`src/rtl/multdiv_pkg.sv`:
```
// Shared definitions for the iterative multiply/divide unit and the decode/hazard logic.
package multdiv_pkg;

  localparam int WIDTH = 32;
  localparam int CNT_W = 6;
  localparam int ITER  = WIDTH;

  localparam logic [4:0] ALUOP_MULT = 5'd6;
  localparam logic [4:0] ALUOP_DIV  = 5'd7;

  typedef enum logic [1:0] {IDLE, MUL, DIV, DONE} state_t;

endpackage

```
`src/rtl/nrdiv_step.sv`:
```
// One iteration of non-restoring division on unsigned magnitudes.
module nrdiv_step #(
  parameter int WIDTH = 32
) (
  input  logic [WIDTH:0]   rem,
  input  logic [WIDTH-1:0] quo,
  input  logic [WIDTH-1:0] dvs,
  output logic [WIDTH:0]   remNext,
  output logic [WIDTH-1:0] quoNext
);

  logic [WIDTH:0] shifted;

  // Partial remainder stays within +-divisor, so its low WIDTH bits carry the sign.
  always_comb begin
    shifted = {rem[WIDTH-1:0], quo[WIDTH-1]};
    if (rem[WIDTH]) remNext = shifted + {1'b0, dvs};
    else            remNext = shifted - {1'b0, dvs};
    quoNext = {quo[WIDTH-2:0], ~remNext[WIDTH]};
  end

endmodule

```
`src/rtl/multdiv_unit.sv`:
```
// Iterative signed multiplier (radix-2 Booth) / divider (non-restoring) for the execute stage.
module multdiv_unit
  import multdiv_pkg::*;
#(
  parameter int WIDTH = multdiv_pkg::WIDTH,
  parameter int CNT_W = multdiv_pkg::CNT_W
) (
  input  logic             clock,
  input  logic             reset,
  input  logic [WIDTH-1:0] data_operandA,
  input  logic [WIDTH-1:0] data_operandB,
  input  logic             ctrl_MULT,
  input  logic             ctrl_DIV,
  output logic [WIDTH-1:0] data_result,
  output logic             data_exception,
  output logic             data_resultRDY
);

  localparam logic [WIDTH-1:0] MIN_VAL = {1'b1, {(WIDTH-1){1'b0}}};

  state_t           state, stateN;
  logic [CNT_W-1:0] count, countN;
  logic [WIDTH:0]   hi, hiN;
  logic [WIDTH-1:0] lo, loN, opReg, opRegN;
  logic             qm1, qm1N, negQ, negQN, divZero, divZeroN, divOvf, divOvfN;
  logic [WIDTH-1:0] resultN;
  logic             excN, rdyN;

  logic [WIDTH:0]   mExt, boothSum, remStep;
  logic [WIDTH-1:0] quoStep, absA, absB;
  logic             mulOvf;

  nrdiv_step #(.WIDTH(WIDTH)) u_step (
    .rem    (hi),
    .quo    (lo),
    .dvs    (opReg),
    .remNext(remStep),
    .quoNext(quoStep)
  );

  always_ff @(posedge clock or negedge reset) begin
    if (!reset) begin
      state          <= IDLE;
      count          <= '0;
      hi             <= '0;
      lo             <= '0;
      opReg          <= '0;
      qm1            <= 1'b0;
      negQ           <= 1'b0;
      divZero        <= 1'b0;
      divOvf         <= 1'b0;
      data_result    <= '0;
      data_exception <= 1'b0;
      data_resultRDY <= 1'b0;
    end else begin
      state          <= stateN;
      count          <= countN;
      hi             <= hiN;
      lo             <= loN;
      opReg          <= opRegN;
      qm1            <= qm1N;
      negQ           <= negQN;
      divZero        <= divZeroN;
      divOvf         <= divOvfN;
      data_result    <= resultN;
      data_exception <= excN;
      data_resultRDY <= rdyN;
    end
  end

  always_comb begin
    stateN   = state;
    countN   = count;
    hiN      = hi;
    loN      = lo;
    opRegN   = opReg;
    qm1N     = qm1;
    negQN    = negQ;
    divZeroN = divZero;
    divOvfN  = divOvf;
    resultN  = data_result;
    excN     = data_exception;
    rdyN     = 1'b0;

    // hi is one bit wider than the operand so subtracting the most negative multiplicand cannot wrap.
    mExt = {opReg[WIDTH-1], opReg};
    case ({lo[0], qm1})
      2'b01:   boothSum = hi + mExt;
      2'b10:   boothSum = hi - mExt;
      default: boothSum = hi;
    endcase
    mulOvf = (hi[WIDTH-1:0] != {WIDTH{lo[WIDTH-1]}});

    absA = data_operandA[WIDTH-1] ? -data_operandA : data_operandA;
    absB = data_operandB[WIDTH-1] ? -data_operandB : data_operandB;

    if (ctrl_MULT) begin
      stateN = MUL;
      countN = '0;
      hiN    = '0;
      loN    = data_operandB;
      opRegN = data_operandA;
      qm1N   = 1'b0;
    end else if (ctrl_DIV) begin
      stateN   = DIV;
      countN   = '0;
      hiN      = '0;
      loN      = absA;
      opRegN   = absB;
      negQN    = data_operandA[WIDTH-1] ^ data_operandB[WIDTH-1];
      divZeroN = (data_operandB == '0);
      divOvfN  = (data_operandA == MIN_VAL) && (data_operandB == '1);
    end else begin
      case (state)
        MUL: begin
          if (count == CNT_W'(WIDTH)) begin
            resultN = lo;
            excN    = mulOvf;
            rdyN    = 1'b1;
            stateN  = DONE;
          end else begin
            hiN    = {boothSum[WIDTH], boothSum[WIDTH:1]};
            loN    = {boothSum[0], lo[WIDTH-1:1]};
            qm1N   = lo[0];
            countN = count + CNT_W'(1);
          end
        end
        DIV: begin
          if (divZero) begin
            resultN = '0;
            excN    = 1'b1;
            rdyN    = 1'b1;
            stateN  = DONE;
          end else if (count == CNT_W'(WIDTH)) begin
            resultN = negQ ? -lo : lo;
            excN    = divOvf;
            rdyN    = 1'b1;
            stateN  = DONE;
          end else begin
            hiN    = remStep;
            loN    = quoStep;
            countN = count + CNT_W'(1);
          end
        end
        DONE:    stateN = IDLE;
        default: stateN = IDLE;
      endcase
    end
  end

endmodule

```
`config.mk`:
```
export PLATFORM = sky130hd
export DESIGN_NAME = multdiv_unit
export DESIGN_NICKNAME = d
export VERILOG_FILES = /design/src/rtl/multdiv_pkg.sv /design/src/rtl/nrdiv_step.sv /design/src/rtl/multdiv_unit.sv
export SDC_FILE = /design/constraint.sdc
export NUM_CORES = 1
export LEC_CHECK = 0
export BUFFER_PORTS_ARGS = -buffer_cell sky130_fd_sc_hd__buf_2
export CAP_MARGIN = 20
export CORE_MARGIN = 5
export CORE_UTILIZATION = 45
export CTS_CLUSTER_DIAMETER = 50
export DETAILED_ROUTE_END_ITERATION = 7
export GPL_TIMING_DRIVEN = 0
export HOLD_SLACK_MARGIN = 0.02
export SYNTH_ARGS = -nofsm -noshare
export SYNTH_HDL_FRONTEND = slang
export SYNTH_SLANG_ARGS = --single-unit
export TNS_END_PERCENT = 30
```
`constraint.sdc`:
```
create_clock -name clock -period 4.8 [get_ports clock]
set_input_delay 0.72 -clock clock [delete_from_list [all_inputs] [get_ports clock]]
set_output_delay 0.72 -clock clock [all_outputs]
set_load 0.01 [all_outputs]
```
==> run summary <==
CP Capture Type: flop
Fillers: 3082
Worst rel slew slack: 25.3%
Clk Latency, worst-skew pair: 0.45 ns
Post-synthesis cell area: 13800 µm²
Via count: 14.6k
Die Footprint: 34300 µm²
Place WS: -0.595 ns
HPWL Detailed: 40800 µm
Syn Inst Count: 1819
Synth cell types: 73
Crit path to: hi[30]
CORE AREA: 30400 µm²
Final wirelength: 52500 µm
Worst Setup SP: opReg[5]
EDFF count, synth: 0
Min Tclk post-route: 4.70 ns
Worst slew pin tran: 1.12 ns
Main synth FF type: dfrtp_1
VDD IR max: 0.000273 V
Drt drc: 0
Sequential share of the synthesized area: 25.9%
Setup slack, reg-to-reg: 0.10 ns
Share of layout cells above drive strength 1: 10.7%
CTS Hold Bufs: 0
Skew final: 0.0147 ns
Setup ws final: 0.103 ns
I/O pins: 102
Final non-filler cell total: 2348
GP Congestion: 0.964
Port bufs: 97
Initial Util: 45.4%
H-Tree Depth: 4
Nets: 2083
Worst Setup Path Type: reg2reg
Root Driver: clkbuf_16
Crit path DAT: 5.03 ns
Reg2Reg Launch Point: opReg[5]
Detailed Route Iter0 Violations: 1610
Worst Path Required: 5.13 ns
Static leakage: 6.53 nW
Synthesis-to-layout area growth: 13.8%
CTS tree: yes
Clk sinks: 143
Reg2Reg Depth: 17
# placed instances: 2313
Fin. max-slew vios: 0
Hold WC Path Type: in2async
Net Count, Synth: 1964
Final Total Pwr: 5.82 mW
All-Layer GR Usage: 29.9%
Asr flop ratio synth: 100%
Num CTS Buffers: 17
Final worst-path cycle share: 97.9%
RSZ-0062 raised after global routing: false
Clock-pin slew on the worst setup and hold paths: 0.07 ns
Drt via density: 6.20
FF+latch count, synth: 143
Grt total ovfl: 0
Post-DRT Antenna Nets: 0
Largest net degree at the start of global routing: 76
Routed len/inst: 22.3 µm
Die Y: 185 µm
Site Rows: 64
Total of max-cap violations: 0
Worst setup SP type: flop
CP max FO: 6
Power Density: 370 nW/µm²
Drt first pass iters: 8
Clk buf depth: 2
R2r endpoint: hi[30]
Max frequency: 213 MHz
Syn avg cell area: 7.60 µm²
Die width: 185 µm
Status: finished, final reports clean
Initial antenna violation count: 1
Synth warn: 0
Number of global-route vias before repair: 13.4k
Final Hold Vio Count: 0
Global-route wire length before repair: 79800 µm
Final setup violation count: 0
==> registers in the layout, summed over array words and instances, names as in the netlist <==
| signal | flops |
|---|---|
| qm1 | 1 |
| divOvf | 1 |
| data_resultRDY | 1 |
| data_result | 32 |
| data_exception | 1 |
| hi | 33 |
| count | 6 |
| negQ | 1 |
| state | 2 |
| divZero | 1 |
| opReg | 32 |
| lo | 32 |
==> cells in the final DEF (no fill, tap or decap), drive strengths merged, types with 9 or more instances in the layout <==
master,count
nand2,231
or3,21
a22oi,12
a21oi,145
nand2b,14
ha,75
a21o,31
mux2i,11
nor2,141
clkbuf,114
xnor2,80
a211oi,61
a31oi,13
nand3,37
dfrtp,143
o211ai,14
xor2,125
nand4,29
a22o,10
inv,43
o31ai,29
nor2b,33
o21ai,205
buf,122
o41ai,10
or4,10
nor3b,9
nor3,38
nor4,22
==> per-stage QoR <==
| stage | instance area (µm²) | hold slack [ns] | utilization, % | setup TNS [ns] |
|---|---|---|---|---|
| 2_1_floorplan | 13800 | 0.424 | - | 0 |
| 4_1_cts | 15600 | 0.329 | 51.1 | 0 |
| 6_report | 15700 | 0.290 | 51.7 | 0 |
| 3_3_place_gp | 14800 | 0.462 | 48.7 | -3.22 |
| 3_5_place_dp | 14800 | 0.468 | 48.8 | -3.12 |
| 5_1_grt | 15700 | 0.354 | 51.7 | 0 |
==> power breakdown <==
group | internal [mW] | switching, mW
registers | 1.32 | 0.221
logic | 1.08 | 1.76
clock network | 0.836 | 0.596
==> synthesized netlist by cell type (all sizes together) (12+ instances only) <==
cell,count,area [µm²]
nand2,231,867
a22oi,12,90.1
a21o,31,233
o31ai,29,245
dfrtp,143,3580
ha,75,938
o21ai,205,1030
nor4,22,144
nand4,29,181
nor3,38,195
buf,13,55.1
a211oi,61,458
nor2,141,529
or3,21,146
inv,42,158
a31oi,13,81.3
nand2b,14,87.6
a21oi,145,726
o211ai,14,105
nand3,37,185
nor2b,33,206
clkbuf,103,388
xnor2,80,701
xor2,125,1090
==> cell type report <==
type                    instances  area [µm²]  share of cell area, %
inverters                      42         158                   1.00
well taps                     396         495                   3.15
clock inverters                12         161                   1.03
repair buffers                109         602                   3.83
multi-input cells            1518        9860                   62.7
plain buffers                 107         412                   2.62
flip-flops and latches        143        3590                   22.8
diodes                          1        2.50                 0.0159
clock buffers                  20         447                   2.84
==> worst max-delay path, stage by stage, from the launching register on <==
cell	delay (ns)
dfrtp_2	0.46
nor3_4	0.26
nand4_1	0.21
nor4b_4	0.42
nand2_2	0.18
nor4_4	0.21
nor2_1	0.11
xnor2_2	0.19
ha_1	0.33
a21o_1	0.18
a21o_1	0.23
or3_1	0.39
o31a_1	0.35
a31o_2	0.28
nand3_1	0.12
a21boi_0	0.12
mux2_2	0.29
a32o_1	0.26
==> layer usage <==
metal  vias to the layer above  GRT usage [%]  routed length [µm]
met4                         0           6.75                1110
met1                      7016           45.0               24400
met5                         -              0                   0
met2                       641           43.7               22400
li1                       6823              -                   -
met3                        72           6.44                4500
==> worst min path at each step <==
| stage | startpoint | endpoint | slack [ns] | cells past startpoint |
|---|---|---|---|---|
| final | reset | hi[27] | 0.29 | 1 |
| after detailed placement | data_result[12] | data_result[12] | 0.47 | 2 |
| after floorplan | reset | count[0] | 0.42 | 0 |
| after CTS | reset | hi[27] | 0.33 | 1 |
| after global routing | reset | hi[28] | 0.35 | 1 |
| after global placement | data_result[7] | data_result[7] | 0.46 | 2 |
==> what timing repair did <==
item | in CTS | in global routing
cloned | 0 | 0
setup endpoints to repair | 12 | 12
pin swaps | 7 | 11
resized for setup | 14 | 35
buffers inserted | 4 | 7
==> cells by family (layout without fill, tap and decap cells) <==
family	Yosys count	count (layout)	share of synthesized area, %
mux	19	19	1.45
buf+inv	158	290	4.34
other cells	0	1	0
flops	143	143	25.9
fa+ha+maj	77	77	7.08
xor+xnor	205	205	13.0
simple gates	619	619	21.3
compound gates	598	598	27.0
(Power assumes the default switching activity.)
